`src/rtl/ex_mem_stage.sv`:
```
// EX/MEM pipeline boundary: branch/jump resolution from ALU flags plus a 2-entry skid slot.
// Optional macro BRANCH_STATS_EN adds br_count / br_taken_count statistics outputs.
module ex_mem_stage #(
    parameter int XLEN = 32,
    parameter int RD_W = 5
) (
    input  logic            clk,
    input  logic            rst,
    input  logic            in_valid,
    output logic            in_ready,
    input  logic [XLEN-1:0] alu_result,
    input  logic            carry,
    input  logic            zero,
    input  logic            negative,
    input  logic            overflow,
    input  logic            branch,
    input  logic            jump,
    input  logic [2:0]      funct3,
    input  logic [XLEN-1:0] pc_target,
    input  logic [XLEN-1:0] pc_plus4,
    input  logic [XLEN-1:0] write_data,
    input  logic [RD_W-1:0] rd,
    input  logic            reg_write,
    input  logic            mem_write,
    input  logic [1:0]      result_src,
    input  logic            flush,
`ifdef BRANCH_STATS_EN
    output logic [31:0]     br_count,
    output logic [31:0]     br_taken_count,
`endif
    output logic            out_valid,
    input  logic            out_ready,
    output logic [XLEN-1:0] out_alu_result,
    output logic [XLEN-1:0] out_write_data,
    output logic [XLEN-1:0] out_pc_plus4,
    output logic [RD_W-1:0] out_rd,
    output logic            out_reg_write,
    output logic            out_mem_write,
    output logic [1:0]      out_result_src,
    output logic            redirect_valid,
    output logic [XLEN-1:0] redirect_pc
);

    typedef enum logic [1:0] {EMPTY, ONE, TWO} state_t;

    localparam int PW = 3 * XLEN + RD_W + 4;

    state_t          state_q, state_d;
    logic [PW-1:0]   in_pkt, main_q, main_d, skid_q, skid_d;
    logic            accept, deliver, cond, taken;

    assign in_pkt  = {alu_result, write_data, pc_plus4, rd, reg_write, mem_write, result_src};
    assign accept  = in_valid & in_ready & ~flush;
    assign out_valid = (state_q != EMPTY);
    assign deliver = out_valid & out_ready;

    assign {out_alu_result, out_write_data, out_pc_plus4, out_rd,
            out_reg_write, out_mem_write, out_result_src} = main_q;

    // ALU computed A-B; carry set means no borrow, i.e. A >= B unsigned.
    always_comb begin
        cond = 1'b0;
        case (funct3)
            3'b000:  cond = zero;
            3'b001:  cond = ~zero;
            3'b100:  cond = negative ^ overflow;
            3'b101:  cond = ~(negative ^ overflow);
            3'b110:  cond = ~carry;
            3'b111:  cond = carry;
            default: cond = 1'b0;
        endcase
    end

    assign taken = jump | (branch & cond);

    always_comb begin
        state_d = state_q;
        main_d  = main_q;
        skid_d  = skid_q;
        if (flush) begin
            state_d = EMPTY;
        end else begin
            case (state_q)
                EMPTY: begin
                    if (accept) begin
                        state_d = ONE;
                        main_d  = in_pkt;
                    end
                end
                ONE: begin
                    if (accept && deliver) begin
                        main_d = in_pkt;
                    end else if (accept) begin
                        state_d = TWO;
                        skid_d  = in_pkt;
                    end else if (deliver) begin
                        state_d = EMPTY;
                    end
                end
                TWO: begin
                    if (deliver) begin
                        state_d = ONE;
                        main_d  = skid_q;
                    end
                end
                default: state_d = EMPTY;
            endcase
        end
    end

    always_ff @(posedge clk or negedge rst) begin
        if (!rst) begin
            state_q        <= EMPTY;
            in_ready       <= 1'b1;
            main_q         <= '0;
            skid_q         <= '0;
            redirect_valid <= 1'b0;
            redirect_pc    <= '0;
        end else begin
            state_q        <= state_d;
            in_ready       <= (state_d != TWO);
            main_q         <= main_d;
            skid_q         <= skid_d;
            redirect_valid <= accept & taken;
            if (accept && taken) begin
                redirect_pc <= pc_target;
            end
        end
    end

`ifdef BRANCH_STATS_EN
    // Counters deliberately ignore flush; they only track accepted control flow.
    always_ff @(posedge clk or negedge rst) begin
        if (!rst) begin
            br_count       <= '0;
            br_taken_count <= '0;
        end else begin
            if (accept && (branch || jump)) begin
                br_count <= br_count + 32'd1;
            end
            if (accept && taken) begin
                br_taken_count <= br_taken_count + 32'd1;
            end
        end
    end
`endif

endmodule

```
`config.mk`:
```
export PLATFORM = sky130hd
export DESIGN_NAME = ex_mem_stage
export DESIGN_NICKNAME = d
export VERILOG_FILES = /design/src/rtl/ex_mem_stage.sv
export SDC_FILE = /design/constraint.sdc
export NUM_CORES = 1
export LEC_CHECK = 0
export CAP_MARGIN = 20
export CORE_ASPECT_RATIO = 0.75
export CORE_MARGIN = 2
export CORE_UTILIZATION = 30
export CTS_BUF_LIST = sky130_fd_sc_hd__clkbuf_16
export CTS_CLUSTER_DIAMETER = 120
export DETAILED_ROUTE_END_ITERATION = 16
export GPL_TIMING_DRIVEN = 0
export PLACE_DENSITY = 0.53
export SYNTH_ARGS = -nofsm -noshare
export SYNTH_HDL_FRONTEND = slang
export SYNTH_SLANG_ARGS = --single-unit
```
`constraint.sdc`:
```
create_clock -name clk -period 2.5 [get_ports clk]
set_input_delay 0.25 -clock clk [delete_from_list [all_inputs] [get_ports clk]]
set_output_delay 0.25 -clock clk [all_outputs]
set_load 0.05 [all_outputs]
```
==> results of run 1 <==
flip-flops by register name (all words and copies together) (netlist names):
signal          cells
main_q            105
skid_q            105
redirect_pc        32
state_q             2
in_ready            1
redirect_valid      1
cell families after synthesis:
logic type / count (synthesis) / share of synthesized area (%)
buffers and inverters: 82 / 3.96
muxes: 210 / 21.5
DFF: 246 / 52.0
AOI/OAI and AO/OA: 104 / 6.56
xor gates and xnor gates: 2 / 0.264
and+or+nand+nor: 430 / 15.7
final cells by class:
type | count | area, um^2 | area share (%)
clock buffer | 28 | 701 | 4.31
multi-input combinational | 746 | 5220 | 32.1
clock inverter | 22 | 101 | 0.623
timing repair buffer | 292 | 2960 | 18.2
antenna | 3 | 7.51 | 0.0461
inverter | 2 | 7.51 | 0.0461
sequential | 246 | 6160 | 37.8
tap | 520 | 651 | 4.00
buffer | 80 | 464 | 2.85
layout by cell type, fill, tap and decap left out, types with 2 or more instances in the layout:
cell type	instances
buf_6	10
clkinv_2	5
clkinv_1	9
dfrtp_1	245
mux2_4	50
nand3_1	32
clkbuf_16	28
a221oi_1	28
clkbuf_2	2
o21ai_0	34
diode_2	3
inv_1	9
clkbuf_1	41
clkdlybuf4s50_1	288
buf_4	5
buf_2	9
buf_16	2
mux2_2	110
nand2_1	319
nand2b_1	2
nor2b_1	36
buf_8	6
mux2_1	50
a221oi_2	5
o211ai_1	32
and3_1	32
buf_1	8
where the power goes:
group / total, mW / internal (mW) / switching, mW / leakage, nW
Sequential: 5.29 / 4.82 / 0.466 / 2.96
Clock: 3.72 / 2.01 / 1.71 / 0.423
Combinational: 4.29 / 1.82 / 2.47 / 3.94
through the flow:
stage / TNS (ps) / cell area, um^2 / instances / util (%)
global placement: -2563800 / 15400 / 1883 / 39.2
global route: 0 / 16300 / 1938 / 41.4
finish: 0 / 16300 / 1939 / 41.4
floorplan: 0 / 11800 / 1074 / -
detailed placement: -6790 / 15400 / 1885 / 39.4
CTS: 0 / 16300 / 1936 / 41.4
critical path, cell delays in order (launching register included):
cell,delay (ps)
dfrtp_1,430
or2_2,320
clkdlybuf4s50_1,750
path summary, 6_finish.rpt:
check                        startpoint        endpoint  slack [ps]  cells after the start
min in group clk           pc_target[6]  redirect_pc[6]         300                      3
max in group asynchronous           rst       main_q[6]        1420                      3
setup / recovery             state_q[1]       out_valid         190                      2
setup reg to reg               in_ready      main_q[45]         240                      6
hold reg to reg              main_q[55]      main_q[55]         480                      1
hold / removal                      rst      main_q[55]         170                      2
what timing repair did:
item | in CTS | in global routing
resized for setup | 2 | 0
endpoints found under the setup margin | 24 | 0
hold endpoints to repair | 48 | 0
hold buffers | 1 | 0
buffers inserted | 0 | 0
metal layers:
layer | vias to the layer above | global-route usage [%] | part of all wire (%)
li1 | 4348 | - | -
met5 | - | 0 | 0.046
met3 | 63 | 3.62 | 5.7
met4 | 2 | 5.20 | 3.0
met2 | 262 | 25.0 | 43
met1 | 4524 | 24.6 | 48
==> metrics, run 1 <==
status=completed; area growth from synthesis to final layout=37.4%; PortBufs=289; Worst Setup End Kind=output port; Worst Path Class, Setup=reg2out; core area=39,300 um^2; RSZ-0062 raised after global routing=no; most frequent cell after synthesis=nand2_1; crit path max fanout=7; clk slew on worst S/H paths=60 ps; DR DRC count=0; P per Cell Area=817 nW/um^2; FF+latch count, synth=246; DIE HEIGHT=176 um; Clk Latency, worst-skew pair=560 ps; row cnt=63; Period minus WS final=2310 ps; routed via count=9,199; Max Fclk=0.433 GHz; library cells used by synthesis=37; Worst EP arrival=2060 ps; Synth async-reset ratio=100%; Sink Count=246; Worst setup SP type=flop; Final Max Tran Viols=0; TritonCTS clock tree=yes; Yosys top cell area share=51.8%; WHS=168 ps; syn avg cell area=11.0 um^2; worst vdd ir=0.465 mV; first-pass GRT wire length=54,600 um; Routed Antenna Nets=0; root buf cell=clkbuf_16; gpl congestion=0.788; Via-to-Cell Ratio=4.74; hpwl dp=24,100 um; Max clock buf depth=3; initial antenna violation count=4; Worst-Margin Slew=901 ps; full die area=41,100 um^2; max_cap viols=0; final worst path period share=92.3%; synth warn=0; fraction of layout cells with a size suffix above 1=16.7%; io pins=291; router iterations before antenna repair=5; Initial Utilization=30.2%; Num CTS Buffers=28; Mapped Area=11,800 um^2; Final Skew=12.0 ps; width of the chip=233 um; GR Util All Layers=16.9%; CTS HTree Levels=1; synth cell count leaders=nand2_1, dfrtp_1, mux2_2; vias in the first global route=9,399; slew margin rel.=40.0%; endpoints failing hold=0; wire per inst=18.1 um; Power Total=13.3 mW; cell taking the most area after synthesis=dfrtp_1; # setup viols final=0; sequential area share after synthesis=52.0%; Synth area leaders=dfrtp_1, mux2_2, nand2_1; Fillers=3,801; LEAKAGE=7.33 nW; post-synth net total=1,225; Place WS=-98.0 ps; grt total ovfl=0; nets@finish=1,547; Top FF cell, synth=dfrtp_1; largest net degree at the start of global routing=113; EDFF count, synth=0; hold crit path type=in2async; Worst Path Required=2250 ps; Mapped Cells=1,074; Post-Route WL=35,200 um; worst setup margin=193 ps; initial drt markers=493
No activity file was read; power rests on OpenSTA's default activity.
==> inputs of run 2 (changes only) <==
--- a/config.mk
+++ b/config.mk
@@ -6,6 +6,8 @@
 export NUM_CORES = 1
 export LEC_CHECK = 0
 export CAP_MARGIN = 20
+export CELL_PAD_IN_SITES_DETAIL_PLACEMENT = 1
+export CELL_PAD_IN_SITES_GLOBAL_PLACEMENT = 2
 export CORE_ASPECT_RATIO = 0.75
 export CORE_MARGIN = 2
 export CORE_UTILIZATION = 30
@@ -13,7 +15,7 @@
 export CTS_CLUSTER_DIAMETER = 120
 export DETAILED_ROUTE_END_ITERATION = 16
 export GPL_TIMING_DRIVEN = 0
-export PLACE_DENSITY = 0.53
+export PLACE_DENSITY = 0.77
 export SYNTH_ARGS = -nofsm -noshare
 export SYNTH_HDL_FRONTEND = slang
 export SYNTH_SLANG_ARGS = --single-unit
==> metrics, run 2 (synthesis gave the netlist of run 1 again) <==
router iterations before antenna repair=4; wire per inst=19.5 um; leading cell type in the layout, fill and taps excluded=nand2_1; # setup viols final=0; FF-to-FF setup slack=200 ps; final worst path period share=92.1%; Period minus WS final=2300 ps; GRT met3 Usage=5.28%; area growth from synthesis to final layout=39.0%; P per Cell Area=855 nW/um^2; width of the chip=233 um; Placed Cells=1,885; DIE HEIGHT=176 um; root buf cell=clkbuf_16; LEAKAGE=7.41 nW; largest net degree at the start of global routing=106; CP endpoint=out_valid; global-route layer with the greatest usage=met2; R2R Path End=main_q[69]; hold crit path type=in2async; RSZ-0062 raised after global routing=no; full die area=41,100 um^2; Worst EP arrival=2050 ps; Final Util=41.9%; fraction of layout cells with a size suffix above 1=17.4%; worst vdd ir=0.444 mV; status=completed; hpwl dp=26,500 um; largest registers=main_q x105, skid_q x105, redirect_pc x32; crit path max fanout=7; Via-to-Cell Ratio=4.80; Clk Latency, worst-skew pair=550 ps; GR Util All Layers=18.4%; Final Max Tran Viols=0; grt met2 use=29.4%; Max clock buf depth=3; core area=39,300 um^2; Non-Filler Instances=1,941; io pins=291; max_cap viols=0; initial antenna violation count=6; Final Skew=16.7 ps; WHS=257 ps; initial drt markers=330; most frequent cells in the layout=nand2_1, clkdlybuf4s50_1, dfrtp_1; first-pass GRT wire length=59,600 um; Fillers=4,305; critical path launch point=state_q[1]; Worst Setup End Kind=output port; Sink Count=246; PortBufs=289; endpoints failing hold=0; Worst Reg-to-Reg Cells=7; Worst-Margin Slew=768 ps; vias in the first global route=10,300; clk slew on worst S/H paths=60 ps; Worst Path Class, Setup=reg2out; Worst setup SP type=flop; TritonCTS clock tree=yes; Initial Utilization=30.2%; Power Total=14.1 mW; Post-Route WL=37,800 um; Routed Antenna Nets=0; nets@finish=1,549; grt total ovfl=0; row cnt=63; Max Fclk=0.434 GHz; CTS HTree Levels=1; slew margin rel.=48.8%; worst r2r src=state_q[1]; gpl congestion=0.779; routed via count=9,309; DR DRC count=0; Worst Path Required=2250 ps; Num CTS Buffers=28; met1 GRT Util=25.0%
==> run 2: routing by layer <==
layer	up-vias	wire [um]
met5	-	60
met4	8	806
met3	55	2470
met2	204	17100
met1	4692	17400
li1	4350	-
==> run 2: area by class of cell <==
type                       count  area [um^2]  area share (%)
timing repair buffer         294         2980            18.1
tap                          520          651            3.95
antenna                        2         5.00          0.0304
multi-input combinational    746         5220            31.7
clock buffer                  29          726            4.41
sequential                   246         6160            37.4
inverter                       2         7.51          0.0456
clock inverter                22          256            1.56
buffer                        80          465            2.83
==> run 2: worst min-delay path by stage <==
stage	start	endpoint	slack [ps]	cells after the start
final	rst	skid_q[80]	260	2
after global routing	rst	main_q[82]	280	2
after CTS	rst	main_q[77]	260	2
after detailed placement	rst	skid_q[81]	250	1
after global placement	main_q[66]	main_q[66]	470	1
after floorplan	rst	main_q[0]	-50	0
==> run 2: timing repair <==
action | 4_1_cts | 5_1_grt
endpoints found under the hold margin | 66 | 0
pin swaps | 0 | 1
setup endpoints to repair | 103 | 37
cloned | 0 | 0
gates resized for setup | 2 | 1
hold buffers | 1 | 0
buffers inserted | 0 | 2
==> run 2: per-stage QoR <==
step	TNS, ps	worst slack, ps	area [um^2]
after floorplan	0	356	11800
after global placement	-2567250	-10460	15400
after detailed placement	-9250	-167	15400
after CTS	0	69.7	16400
after global routing	0	7.63	16500
final	0	196	16500
==> run 2: critical path: stages (launching register included) <==
cell,delay [ps]
dfrtp_1,440
or2_2,320
clkdlybuf4s50_1,750
==> run 2: power by group <==
group | internal, mW | switching (mW) | total, mW
sequential | 4.82 | 0.480 | 5.30
clock | 2.71 | 1.74 | 4.45
combinational | 1.83 | 2.50 | 4.33
==> inputs of run 3 (changes only) <==
--- a/config.mk
+++ b/config.mk
@@ -16,6 +16,8 @@
 export DETAILED_ROUTE_END_ITERATION = 16
 export GPL_TIMING_DRIVEN = 0
 export PLACE_DENSITY = 0.77
+export SETUP_SLACK_MARGIN = 0.02
+export SKIP_CTS_REPAIR_TIMING = 1
 export SYNTH_ARGS = -nofsm -noshare
 export SYNTH_HDL_FRONTEND = slang
 export SYNTH_SLANG_ARGS = --single-unit
==> constraint.sdc (replaced) <==
create_clock -name clk -period 2.5 [get_ports clk]
set_input_delay 0.75 -clock clk [delete_from_list [all_inputs] [get_ports clk]]
set_output_delay 0.75 -clock clk [all_outputs]
set_load 0.05 [all_outputs]
==> metrics, run 3 (synthesis gave the netlist of run 1 again) <==
status=completed; Initial Utilization=30.2%; P_sw=4.70 mW; endpoints failing hold=0; nets@finish=1,549; GR Util All Layers=18.4%; Period minus WS final=2410 ps; full die area=41,100 um^2; slew margin rel.=57.2%; Routed Antenna Nets=0; Post-Route WL=37,900 um; Cell Int Power=9.32 mW; Via-to-Cell Ratio=4.83; Power Total=14.0 mW; Num CTS Buffers=28; initial antenna violation count=6; WHS=158 ps; PortBufs=289; leading cell type in the layout, fill and taps excluded=nand2_1; crit path max fanout=10; router iterations before antenna repair=4; hold crit path type=in2async; vias in the first global route=10,300; max_cap viols=0; met2 WL=17,300 um; Highest Signal Layer=met5; Register Area=6160 um^2; RSZ-0062 raised after global routing=yes; share of power burned in registers=37.7%; Final Max Tran Viols=0; clock share of power=31.7%; Non-Filler Instances=1,941; largest net degree at the start of global routing=106; area growth from synthesis to final layout=42.1%; initial drt markers=343; fraction of layout cells with a size suffix above 1=18.1%; Worst Setup End Kind=flop; Placed Cells=1,885; clk slew on worst S/H paths=60 ps; width of the chip=233 um; hpwl dp=26,500 um; Worst Path Class, Setup=in2reg; Worst EP arrival=2840 ps; TritonCTS clock tree=yes; # setup viols final=0; Logic pwr share=30.6%; grt total ovfl=0; most frequent cells in the layout=nand2_1, dfrtp_1, clkdlybuf4s50_1; Max Fclk=0.415 GHz; Worst Path Required=2930 ps; LEAKAGE=8.65 nW; core area=39,300 um^2; DIE HEIGHT=176 um; Net Sw Frac=33.6%; largest registers=main_q x105, skid_q x105, redirect_pc x32; Clk Latency, worst-skew pair=550 ps; metal3 WL=2540 um; gpl congestion=0.779; root buf cell=clkbuf_16; Worst setup SP type=primary input; row cnt=63; DR DRC count=0; final worst path period share=96.4%; Fillers=4,262; io pins=291; Max clock buf depth=3; CTS HTree Levels=1; Final Util=42.9%; first-pass GRT wire length=59,500 um; wl on met1=17,300 um; wire per inst=19.5 um; Sink Count=246; Final Skew=16.4 ps; routed via count=9,380; area of the multi-input gates=5230 um^2; worst vdd ir=0.445 mV; Worst-Margin Slew=641 ps; P per Cell Area=833 nW/um^2
[run 3: power groups by stage]
| stage | logic (mW) | clock network, mW | registers, mW |
|---|---|---|---|
| detailed placement | 4.35 | 0 | 5.36 |
| finish | 4.30 | 4.44 | 5.28 |
| global route | 4.55 | 4.76 | 5.40 |
| CTS | 4.38 | 4.62 | 5.31 |
| global placement | 4.28 | 0 | 5.33 |
| floorplan | 1.27 | 0 | 6.75 |
[run 3: per-layer routing]
layer  GRT usage, %  vias up
met2           29.4      212
met1           25.0     4758
met4           3.77        8
met5              0        -
met3           5.28       53
li1               -     4349
[run 3: area by class of cell]
cell class,count,area share [%]
diodes,2,0.0297
plain buffers,79,2.80
clock buffers,29,4.31
clock inverters,22,1.52
inverters,2,0.0446
multi-input cells,746,31.0
flip-flops and latches,246,36.6
well taps,520,3.87
repair buffers,295,19.8
[run 3: worst max-delay path, cell delays in order]
cell             delay [ps]
clkdlybuf4s50_1         530
or4_1                   800
buf_6                   260
buf_6                   170
mux2_4                  310
[run 3: worst paths after layout]
check,startpoint,endpoint,slack (ps),depth (start not counted)
worst max-delay path,flush,skid_q[72],90,5
worst min-delay path,rst,skid_q[80],160,1
worst max register to register,state_q[1],main_q[81],220,7
worst min register to register,main_q[64],main_q[64],480,1
max in group asynchronous,rst,main_q[15],1390,2
min in group clk,main_q[64],main_q[64],480,1
[run 3: metrics by stage]
| stage | area (um^2) | setup slack (ps) | TNS, ps |
|---|---|---|---|
| after floorplan | 11800 | 267 | 0 |
| after CTS | 16400 | -351 | -12940 |
| after global placement | 15400 | -10960 | -2799610 |
| after detailed placement | 15400 | -642 | -122950 |
| after global routing | 16800 | 18.6 | 0 |
| final | 16800 | 89.7 | 0 |
